===== config.mk =====
export PLATFORM = sky130hd
export DESIGN_NAME = controlador_memoria_principal_flat
export DESIGN_NICKNAME = d
export VERILOG_FILES = /design/src/rtl/controlador_memoria_principal_pkg.sv /design/src/rtl/controlador_memoria_principal_if.sv /design/src/rtl/controlador_memoria_principal_contador_latencia.sv /design/src/rtl/controlador_memoria_principal.sv /design/src/flat_wrapper.sv
export SDC_FILE = /design/constraint.sdc
export NUM_CORES = 1
export LEC_CHECK = 0
export ABC_CLOCK_PERIOD_IN_PS = 4750
export CAP_MARGIN = 20
export CORE_ASPECT_RATIO = 0.75
export CORE_UTILIZATION = 25
export DETAILED_ROUTE_END_ITERATION = 8
export PLACE_DENSITY = 0.39
export SYNTH_ARGS = -nofsm -noshare
export SYNTH_HDL_FRONTEND = slang
export SYNTH_SLANG_ARGS = --single-unit

===== constraint.sdc =====
create_clock -name clock -period 4.75 [get_ports clock]
set_input_delay 1.425 -clock clock [delete_from_list [all_inputs] [get_ports clock]]
set_output_delay 1.425 -clock clock [all_outputs]
set_load 0.03 [all_outputs]

===== src/rtl/controlador_memoria_principal_pkg.sv =====
// mem_pkg: state encoding and default geometry shared by the main-memory
// controller and the 2-way set-associative cache sitting upstream of it.
package mem_pkg;

    // Default geometry: 4-bit tag + 1-bit index, one 5-bit block per word
    localparam int LARGURA_END_PADRAO   = 5;
    localparam int LARGURA_DADO_PADRAO  = 5;
    localparam int LATENCIA_PADRAO      = 3;

    // Latency counter width; covers LATENCIA in 1..15
    localparam int LARGURA_CONTADOR_LAT = 4;

    typedef enum logic [1:0] {
        OCIOSO,
        ESPERA_LEITURA,
        ESPERA_ESCRITA,
        CONCLUIDO
    } estado_t;

endpackage


===== src/rtl/controlador_memoria_principal_if.sv =====
// Cache <-> main-memory bus: level read/write requests, one-cycle pronto.
// master = cache side, slave = memory controller side.
interface controlador_memoria_principal_if #(
    parameter int LARGURA_END  = mem_pkg::LARGURA_END_PADRAO,
    parameter int LARGURA_DADO = mem_pkg::LARGURA_DADO_PADRAO
);

    logic                    solicitacao_de_leitura;
    logic                    solicitacao_de_escrita;
    logic [LARGURA_END-1:0]  endereco;
    logic [LARGURA_DADO-1:0] dado_escrita;
    logic [LARGURA_DADO-1:0] dado_lido;
    logic                    pronto;
    logic                    ocupado;

    modport master (
        output solicitacao_de_leitura,
        output solicitacao_de_escrita,
        output endereco,
        output dado_escrita,
        input  dado_lido,
        input  pronto,
        input  ocupado
    );

    modport slave (
        input  solicitacao_de_leitura,
        input  solicitacao_de_escrita,
        input  endereco,
        input  dado_escrita,
        output dado_lido,
        output pronto,
        output ocupado
    );

endinterface


===== src/rtl/controlador_memoria_principal_contador_latencia.sv =====
// contador_latencia: loadable down-counter with a zero flag, used to time
// the fixed access latency. Holds at zero instead of wrapping.
module contador_latencia #(
    parameter int LARGURA = mem_pkg::LARGURA_CONTADOR_LAT
) (
    input  logic               clock,
    input  logic               reset,
    input  logic               carregar,
    input  logic               decrementar,
    input  logic [LARGURA-1:0] valor_carga,
    output logic [LARGURA-1:0] valor,
    output logic               zero
);

    logic [LARGURA-1:0] valor_d;
    logic [LARGURA-1:0] valor_q;

    // Next count: load has priority over decrement
    always_comb begin
        valor_d = valor_q;
        if (carregar) begin
            valor_d = valor_carga;
        end else if (decrementar && (valor_q != '0)) begin
            valor_d = valor_q - 1'b1;
        end
    end

    // Count register, cleared by asynchronous reset
    always_ff @(posedge clock or posedge reset) begin
        if (reset) begin
            valor_q <= '0;
        end else begin
            valor_q <= valor_d;
        end
    end

    assign valor = valor_q;
    assign zero  = (valor_q == '0);

endmodule


===== src/rtl/controlador_memoria_principal.sv =====
// controlador_memoria_principal: main-memory model + access controller
// serving cache refills (reads) and write-backs (writes) with a fixed
// LATENCIA. Optional access counters: define MEM_CONTADORES_ACESSO_EN.
module controlador_memoria_principal
    import mem_pkg::*;
#(
    parameter int LARGURA_END  = mem_pkg::LARGURA_END_PADRAO,
    parameter int LARGURA_DADO = mem_pkg::LARGURA_DADO_PADRAO,
    parameter int LATENCIA     = mem_pkg::LATENCIA_PADRAO
) (
    input  logic                          clock,
    input  logic                          reset,
    controlador_memoria_principal_if.slave barramento
`ifdef MEM_CONTADORES_ACESSO_EN
    ,
    output logic [7:0]                    contador_leituras,
    output logic [7:0]                    contador_escritas
`endif
);

    localparam int PROFUNDIDADE = 2 ** LARGURA_END;
    localparam logic [LARGURA_CONTADOR_LAT-1:0] CARGA_LAT =
        LARGURA_CONTADOR_LAT'(LATENCIA - 1);

    // Power-up content of word i is i (truncated to the data width)
    function automatic logic [LARGURA_DADO-1:0] padrao_inicial(
        input logic [LARGURA_END-1:0] a
    );
        return LARGURA_DADO'(a);
    endfunction

    estado_t                 estado_d,    estado_q;
    logic [LARGURA_END-1:0]  endereco_d,  endereco_q;
    logic [LARGURA_DADO-1:0] dado_d,      dado_q;
    logic [LARGURA_DADO-1:0] dado_lido_d, dado_lido_q;
    logic                    pronto_d,    pronto_q;
    logic                    ocupado_d,   ocupado_q;

    logic                    carregar;
    logic                    decrementar;
    logic                    contador_zero;
    logic [LARGURA_CONTADOR_LAT-1:0] contador_valor;
    logic                    commit_leitura;
    logic                    commit_escrita;
    logic [LARGURA_DADO-1:0] palavra_lida;

    // Storage holds each word XORed with its power-up pattern, so flops that
    // power up cleared read back as mem[i] = i with no init sequence; reset
    // never touches it.
    logic [LARGURA_DADO-1:0] mem_delta_q [PROFUNDIDADE];

    contador_latencia #(
        .LARGURA (LARGURA_CONTADOR_LAT)
    ) u_contador_latencia (
        .clock       (clock),
        .reset       (reset),
        .carregar    (carregar),
        .decrementar (decrementar),
        .valor_carga (CARGA_LAT),
        .valor       (contador_valor),
        .zero        (contador_zero)
    );

    assign palavra_lida = mem_delta_q[endereco_q] ^ padrao_inicial(endereco_q);

    // Next-state and registered-output logic; write wins over read
    always_comb begin
        estado_d       = estado_q;
        endereco_d     = endereco_q;
        dado_d         = dado_q;
        dado_lido_d    = dado_lido_q;
        pronto_d       = 1'b0;
        ocupado_d      = 1'b0;
        carregar       = 1'b0;
        decrementar    = 1'b0;
        commit_leitura = 1'b0;
        commit_escrita = 1'b0;
        case (estado_q)
            OCIOSO: begin
                if (barramento.solicitacao_de_escrita) begin
                    endereco_d = barramento.endereco;
                    dado_d     = barramento.dado_escrita;
                    carregar   = 1'b1;
                    ocupado_d  = 1'b1;
                    estado_d   = ESPERA_ESCRITA;
                end else if (barramento.solicitacao_de_leitura) begin
                    endereco_d = barramento.endereco;
                    carregar   = 1'b1;
                    ocupado_d  = 1'b1;
                    estado_d   = ESPERA_LEITURA;
                end
            end
            ESPERA_LEITURA: begin
                if (contador_zero) begin
                    commit_leitura = 1'b1;
                    dado_lido_d    = palavra_lida;
                    pronto_d       = 1'b1;
                    estado_d       = CONCLUIDO;
                end else begin
                    decrementar = 1'b1;
                    ocupado_d   = 1'b1;
                end
            end
            ESPERA_ESCRITA: begin
                if (contador_zero) begin
                    commit_escrita = 1'b1;
                    pronto_d       = 1'b1;
                    estado_d       = CONCLUIDO;
                end else begin
                    decrementar = 1'b1;
                    ocupado_d   = 1'b1;
                end
            end
            CONCLUIDO: begin
                estado_d = OCIOSO;
            end
            default: begin
                estado_d = OCIOSO;
            end
        endcase
    end

    // FSM state, latched request and registered outputs
    always_ff @(posedge clock or posedge reset) begin
        if (reset) begin
            estado_q    <= OCIOSO;
            endereco_q  <= '0;
            dado_q      <= '0;
            dado_lido_q <= '0;
            pronto_q    <= 1'b0;
            ocupado_q   <= 1'b0;
        end else begin
            estado_q    <= estado_d;
            endereco_q  <= endereco_d;
            dado_q      <= dado_d;
            dado_lido_q <= dado_lido_d;
            pronto_q    <= pronto_d;
            ocupado_q   <= ocupado_d;
        end
    end

    // Backing store write on the commit edge of a write access
    always_ff @(posedge clock) begin
        if (commit_escrita) begin
            mem_delta_q[endereco_q] <= dado_q ^ padrao_inicial(endereco_q);
        end
    end

    assign barramento.dado_lido = dado_lido_q;
    assign barramento.pronto    = pronto_q;
    assign barramento.ocupado   = ocupado_q;

`ifdef MEM_CONTADORES_ACESSO_EN
    logic [7:0] contador_leituras_d, contador_leituras_q;
    logic [7:0] contador_escritas_d, contador_escritas_q;

    // Access counters advance on commit edges and wrap naturally at 8 bits
    always_comb begin
        contador_leituras_d = contador_leituras_q;
        contador_escritas_d = contador_escritas_q;
        if (commit_leitura) begin
            contador_leituras_d = contador_leituras_q + 8'd1;
        end
        if (commit_escrita) begin
            contador_escritas_d = contador_escritas_q + 8'd1;
        end
    end

    // Counter registers, cleared by reset
    always_ff @(posedge clock or posedge reset) begin
        if (reset) begin
            contador_leituras_q <= '0;
            contador_escritas_q <= '0;
        end else begin
            contador_leituras_q <= contador_leituras_d;
            contador_escritas_q <= contador_escritas_d;
        end
    end

    assign contador_leituras = contador_leituras_q;
    assign contador_escritas = contador_escritas_q;
`endif

endmodule


===== src/flat_wrapper.sv =====
// flat-port wrapper written by rule: the top's interface ports become plain ports
module controlador_memoria_principal_flat import mem_pkg::*;
#(
    parameter int LARGURA_END  = mem_pkg::LARGURA_END_PADRAO,
    parameter int LARGURA_DADO = mem_pkg::LARGURA_DADO_PADRAO,
    parameter int LATENCIA     = mem_pkg::LATENCIA_PADRAO
)
  (clock, reset, barramento_solicitacao_de_leitura, barramento_solicitacao_de_escrita, barramento_endereco, barramento_dado_escrita, barramento_dado_lido, barramento_pronto, barramento_ocupado);
  controlador_memoria_principal_if #(.LARGURA_END(LARGURA_END), .LARGURA_DADO(LARGURA_DADO)) barramento_i ();
  input  logic clock;
  input  logic reset;
  input wire logic [$bits(barramento_i.solicitacao_de_leitura)-1:0] barramento_solicitacao_de_leitura;
  input wire logic [$bits(barramento_i.solicitacao_de_escrita)-1:0] barramento_solicitacao_de_escrita;
  input wire logic [$bits(barramento_i.endereco)-1:0] barramento_endereco;
  input wire logic [$bits(barramento_i.dado_escrita)-1:0] barramento_dado_escrita;
  output wire logic [$bits(barramento_i.dado_lido)-1:0] barramento_dado_lido;
  output wire logic [$bits(barramento_i.pronto)-1:0] barramento_pronto;
  output wire logic [$bits(barramento_i.ocupado)-1:0] barramento_ocupado;
  assign barramento_i.solicitacao_de_leitura = barramento_solicitacao_de_leitura;
  assign barramento_i.solicitacao_de_escrita = barramento_solicitacao_de_escrita;
  assign barramento_i.endereco = barramento_endereco;
  assign barramento_i.dado_escrita = barramento_dado_escrita;
  assign barramento_dado_lido = barramento_i.dado_lido;
  assign barramento_pronto = barramento_i.pronto;
  assign barramento_ocupado = barramento_i.ocupado;
  controlador_memoria_principal #(.LARGURA_END(LARGURA_END), .LARGURA_DADO(LARGURA_DADO), .LATENCIA(LATENCIA)) u_core (.clock(clock), .reset(reset), .barramento(barramento_i));
endmodule

==> results.json <==
{
  "seq_area_frac_synth_pct": 72.6,
  "postSynth.topFlopCell": "edfxtp_1",
  "finalWeightedCongestion": 0.787,
  "power.share.combinational_pct": 30.8,
  "clock-skew-final_ns": 0.0109,
  "max-cap-violations": 0,
  "crit_path_cell_trace": "clkdlybuf4s50_1",
  "cts.clk_slew.worst_paths_ns": 0.06,
  "globalRouteTotalUtil_pct": 11.9,
  "initial_antenna_violation_count": 0,
  "clkSinkCount": 183,
  "cp.required_ns": 3.32,
  "first_pass_grt_wire_length_microns": 25700,
  "crit_arrival_ns": 1.56,
  "cpMaxStageDelayCell": "clkdlybuf4s50_1",
  "synth_commonest_cells": "160 x edfxtp_1, 40 x nor2_1, 36 x mux2i_1",
  "fin_setup_tns_ns": 0,
  "port-buffer-count": 20,
  "cpLargestDelayFamily": "buffers and inverters",
  "count_of_distinct_cell_types_in_the_synthesized_netlist": 42,
  "syn_area_sq_um": 7410,
  "crit_cells": 1,
  "largest_net_degree_at_the_start_of_global_routing": 33,
  "min_delay_path_depth": 2,
  "yosysWarnings": 0,
  "clock_insertion_delay_worst_skew_ns": 0.43,
  "place_inst": 825,
  "dpl-instance-area_sq_um": 8070,
  "post_synth_edffs": 160,
  "post_route_cells_drive_above_1_share_pct": 15.3,
  "cellPowerDensity_nw_per_um2": 661,
  "power_leakage_nw": 2.85,
  "yosys.cell_count.top_type": "edfxtp_1",
  "hold_path_class": "flip-flop to flip-flop",
  "maxClockFrequency_ghz": 0.335,
  "power.switching_mw": 1.99,
  "initial_core_util_pct": 25.4,
  "max-slew-margin-rel_pct": 36.5,
  "ir_worst_vdd_mv": 0.277,
  "power_frac_clock_pct": 25.0,
  "tritoncts.num_buffers": 17,
  "share_of_the_synthesized_area_in_the_top_cell_type_pct": 64.8,
  "vias_per_cell": 4.41,
  "drt_pass1_iterations": 5,
  "nNetsFinal": 472,
  "pwr-share-seq_pct": 44.2,
  "dieHeight_microns": 151,
  "area_of_the_die_sq_um": 30300,
  "vias": 3780,
  "final.fill_count": 2873,
  "cp_num_buf_inv": 1,
  "clock_tree_from_tritoncts": "yes",
  "post-route-util_pct": 29.8,
  "syn_inst": 428,
  "die_w_microns": 201,
  "via_count_of_the_first_global_routing_pass": 3817,
  "ys_seq_elements": 183,
  "coreArea_sq_um": 29100,
  "timing.final.max_slew_violations": 0,
  "h-tree-depth": 4,
  "detail_route.drc_violations": 0,
  "startpoint_type_of_the_worst_setup_path": "flip-flop",
  "setup_viol": 0,
  "endpoint_kind": "output pin",
  "worst_pin_slew_ns": 0.953,
  "area_growth_synth_to_finish_pct": 17.0,
  "ys_top_cells_by_area": "edfxtp_1 65%, dfrtp_1 7.8%, mux4_2 5.5%",
  "holdBufCountCts": 0,
  "clk_root_buffer_cell": "clkbuf_16",
  "final_area_sq_um": 8670,
  "drt_wl_total_microns": 17500,
  "mappedNetlistNets": 448,
  "route.detailed.wl_per_inst_microns": 20.4,
  "final_cell_count_no_fill": 857,
  "switching_share_of_total_power_pct": 34.7,
  "synth_largest_area_cell": "edfxtp_1",
  "post-route-period-util_pct": 62.8,
  "cts_buffer_depth": 2,
  "grt_remaining_overflow": 0,
  "crit_path_max_incr_delay_ns": 0.71,
  "dr.first_iter.drc_count": 310,
  "pin_count": 21,
  "cts.repair_timing.setup_buffer_count": 0,
  "postCtsResizedCells": 0,
  "criticalPathCategory": "flip-flop to output pin",
  "postSynth.asyncResetShare_pct": 12.6,
  "unrepaired_setup_endpoints_after_global_routing": "false",
  "postSynthAreaPerCell_sq_um": 17.3,
  "critical_path_peak_fanout": 2,
  "internal-power_mw": 3.74,
  "ant_nets": 0,
  "post-layout-total-power_mw": 5.73,
  "place.detailed.hpwl_microns": 11400,
  "status": "finished clean",
  "final-hold-violation-count": 0,
  "std_cell_rows": 54,
  "insertedDiodeCount": 0,
  "final.min_clock_period_ns": 2.98,
  "number_of_cells_on_the_worst_reg_to_reg_path": 6
}
power groups by stage:
stage,clock network [mW],logic [mW],registers [mW]
6_report,1.43,1.77,2.53
5_1_grt,1.52,1.94,2.56
3_3_place_gp,0,1.77,2.57
4_1_cts,1.46,1.81,2.54
2_1_floorplan,0,1.21,2.43
3_5_place_dp,0,1.81,2.58
registers in the layout, indices dropped and copies added (netlist names):
signal,flops
u_core.estado_q,2
u_core.barramento.pronto,1
u_core.endereco_q,5
u_core.u_contador_latencia.valor,4
u_core.mem_delta_q,160
u_core.dado_q,5
u_core.barramento.dado_lido,5
u_core.barramento.ocupado,1
per-layer routing:
layer / share of wire (%) / vias to the layer above / wire length (microns) / global-route usage, %
met1: 52 / 1983 / 9050 / 18.1
met2: 42 / 70 / 7370 / 16.8
li1: - / 1715 / - / -
met3: 4.9 / 12 / 849 / 2.67
met4: 1.2 / 0 / 216 / 3.36
met5: 0 / - / 0 / 0
cell type report:
cell class	instances	area [sq um]	share of cell area (%)
Multi-Input combinational cell	213	1900	21.9
Clock buffer	19	453	5.23
Inverter	9	33.8	0.390
Sequential cell	183	5390	62.1
Clock inverter	13	144	1.66
Timing Repair Buffer	28	260	3.00
Tap cell	392	490	5.66
stage by stage:
step,hold slack [ns],setup slack [ns]
floorplan,0.500,2.47
global placement,0.531,1.96
finish,0.565,1.77
detailed placement,0.544,1.89
CTS,0.559,1.72
global route,0.584,1.71
logic make-up (layout without fill, tap and decap cells):
logic type | count (synthesis) | in the layout | synth area share [%]
AO/OA/AOI/OAI | 38 | 38 | 3.31
multiplexers | 67 | 67 | 13.9
buffers and inverters | 32 | 69 | 2.26
adder cells (fa/ha/maj) | 6 | 6 | 1.01
AND/OR/NAND/NOR | 93 | 93 | 5.81
flip-flops | 183 | 183 | 72.6
XOR/XNOR | 9 | 9 | 1.06
worst register-to-register path, stage by stage (launching register included):
cell      delay (ns)
dfrtp_1         0.40
inv_1           0.07
ha_1            0.15
nor3b_1         0.24
buf_4           0.21
nand4b_1        0.58
nor2_1          0.72
worst paths after layout:
kind                                                     start                              to  slack [ns]
setup / recovery                u_core.barramento.dado_lido[4]         barramento_dado_lido[4]        1.77
hold / removal                  u_core.barramento.dado_lido[1]  u_core.barramento.dado_lido[1]        0.56
setup reg to reg           u_core.u_contador_latencia.valor[0]       u_core.mem_delta_q[17][4]        2.01
hold reg to reg                 u_core.barramento.dado_lido[1]  u_core.barramento.dado_lido[1]        0.56
max in group asynchronous                                reset            u_core.endereco_q[1]        2.55
min in group asynchronous                                reset        u_core.barramento.pronto        1.50
cell usage in the layout (no fill, tap or decap), types with 4 or more instances in the layout:
cell type,netlist,routed
buf_4,2,8
o21ai_0,5,5
mux4_1,8,8
inv_1,9,9
nor2_1,40,40
nor4_1,4,4
clkbuf_16,0,17
nand2_1,25,25
a21oi_1,5,5
clkdlybuf4s50_1,0,20
mux2_2,5,5
dfrtp_1,23,21
o22ai_1,17,17
mux4_2,18,18
ha_1,6,6
nor2b_1,5,5
mux2i_1,36,36
xor2_2,0,5
edfxtp_1,160,160
No activity file was read; power rests on OpenSTA's default activity.
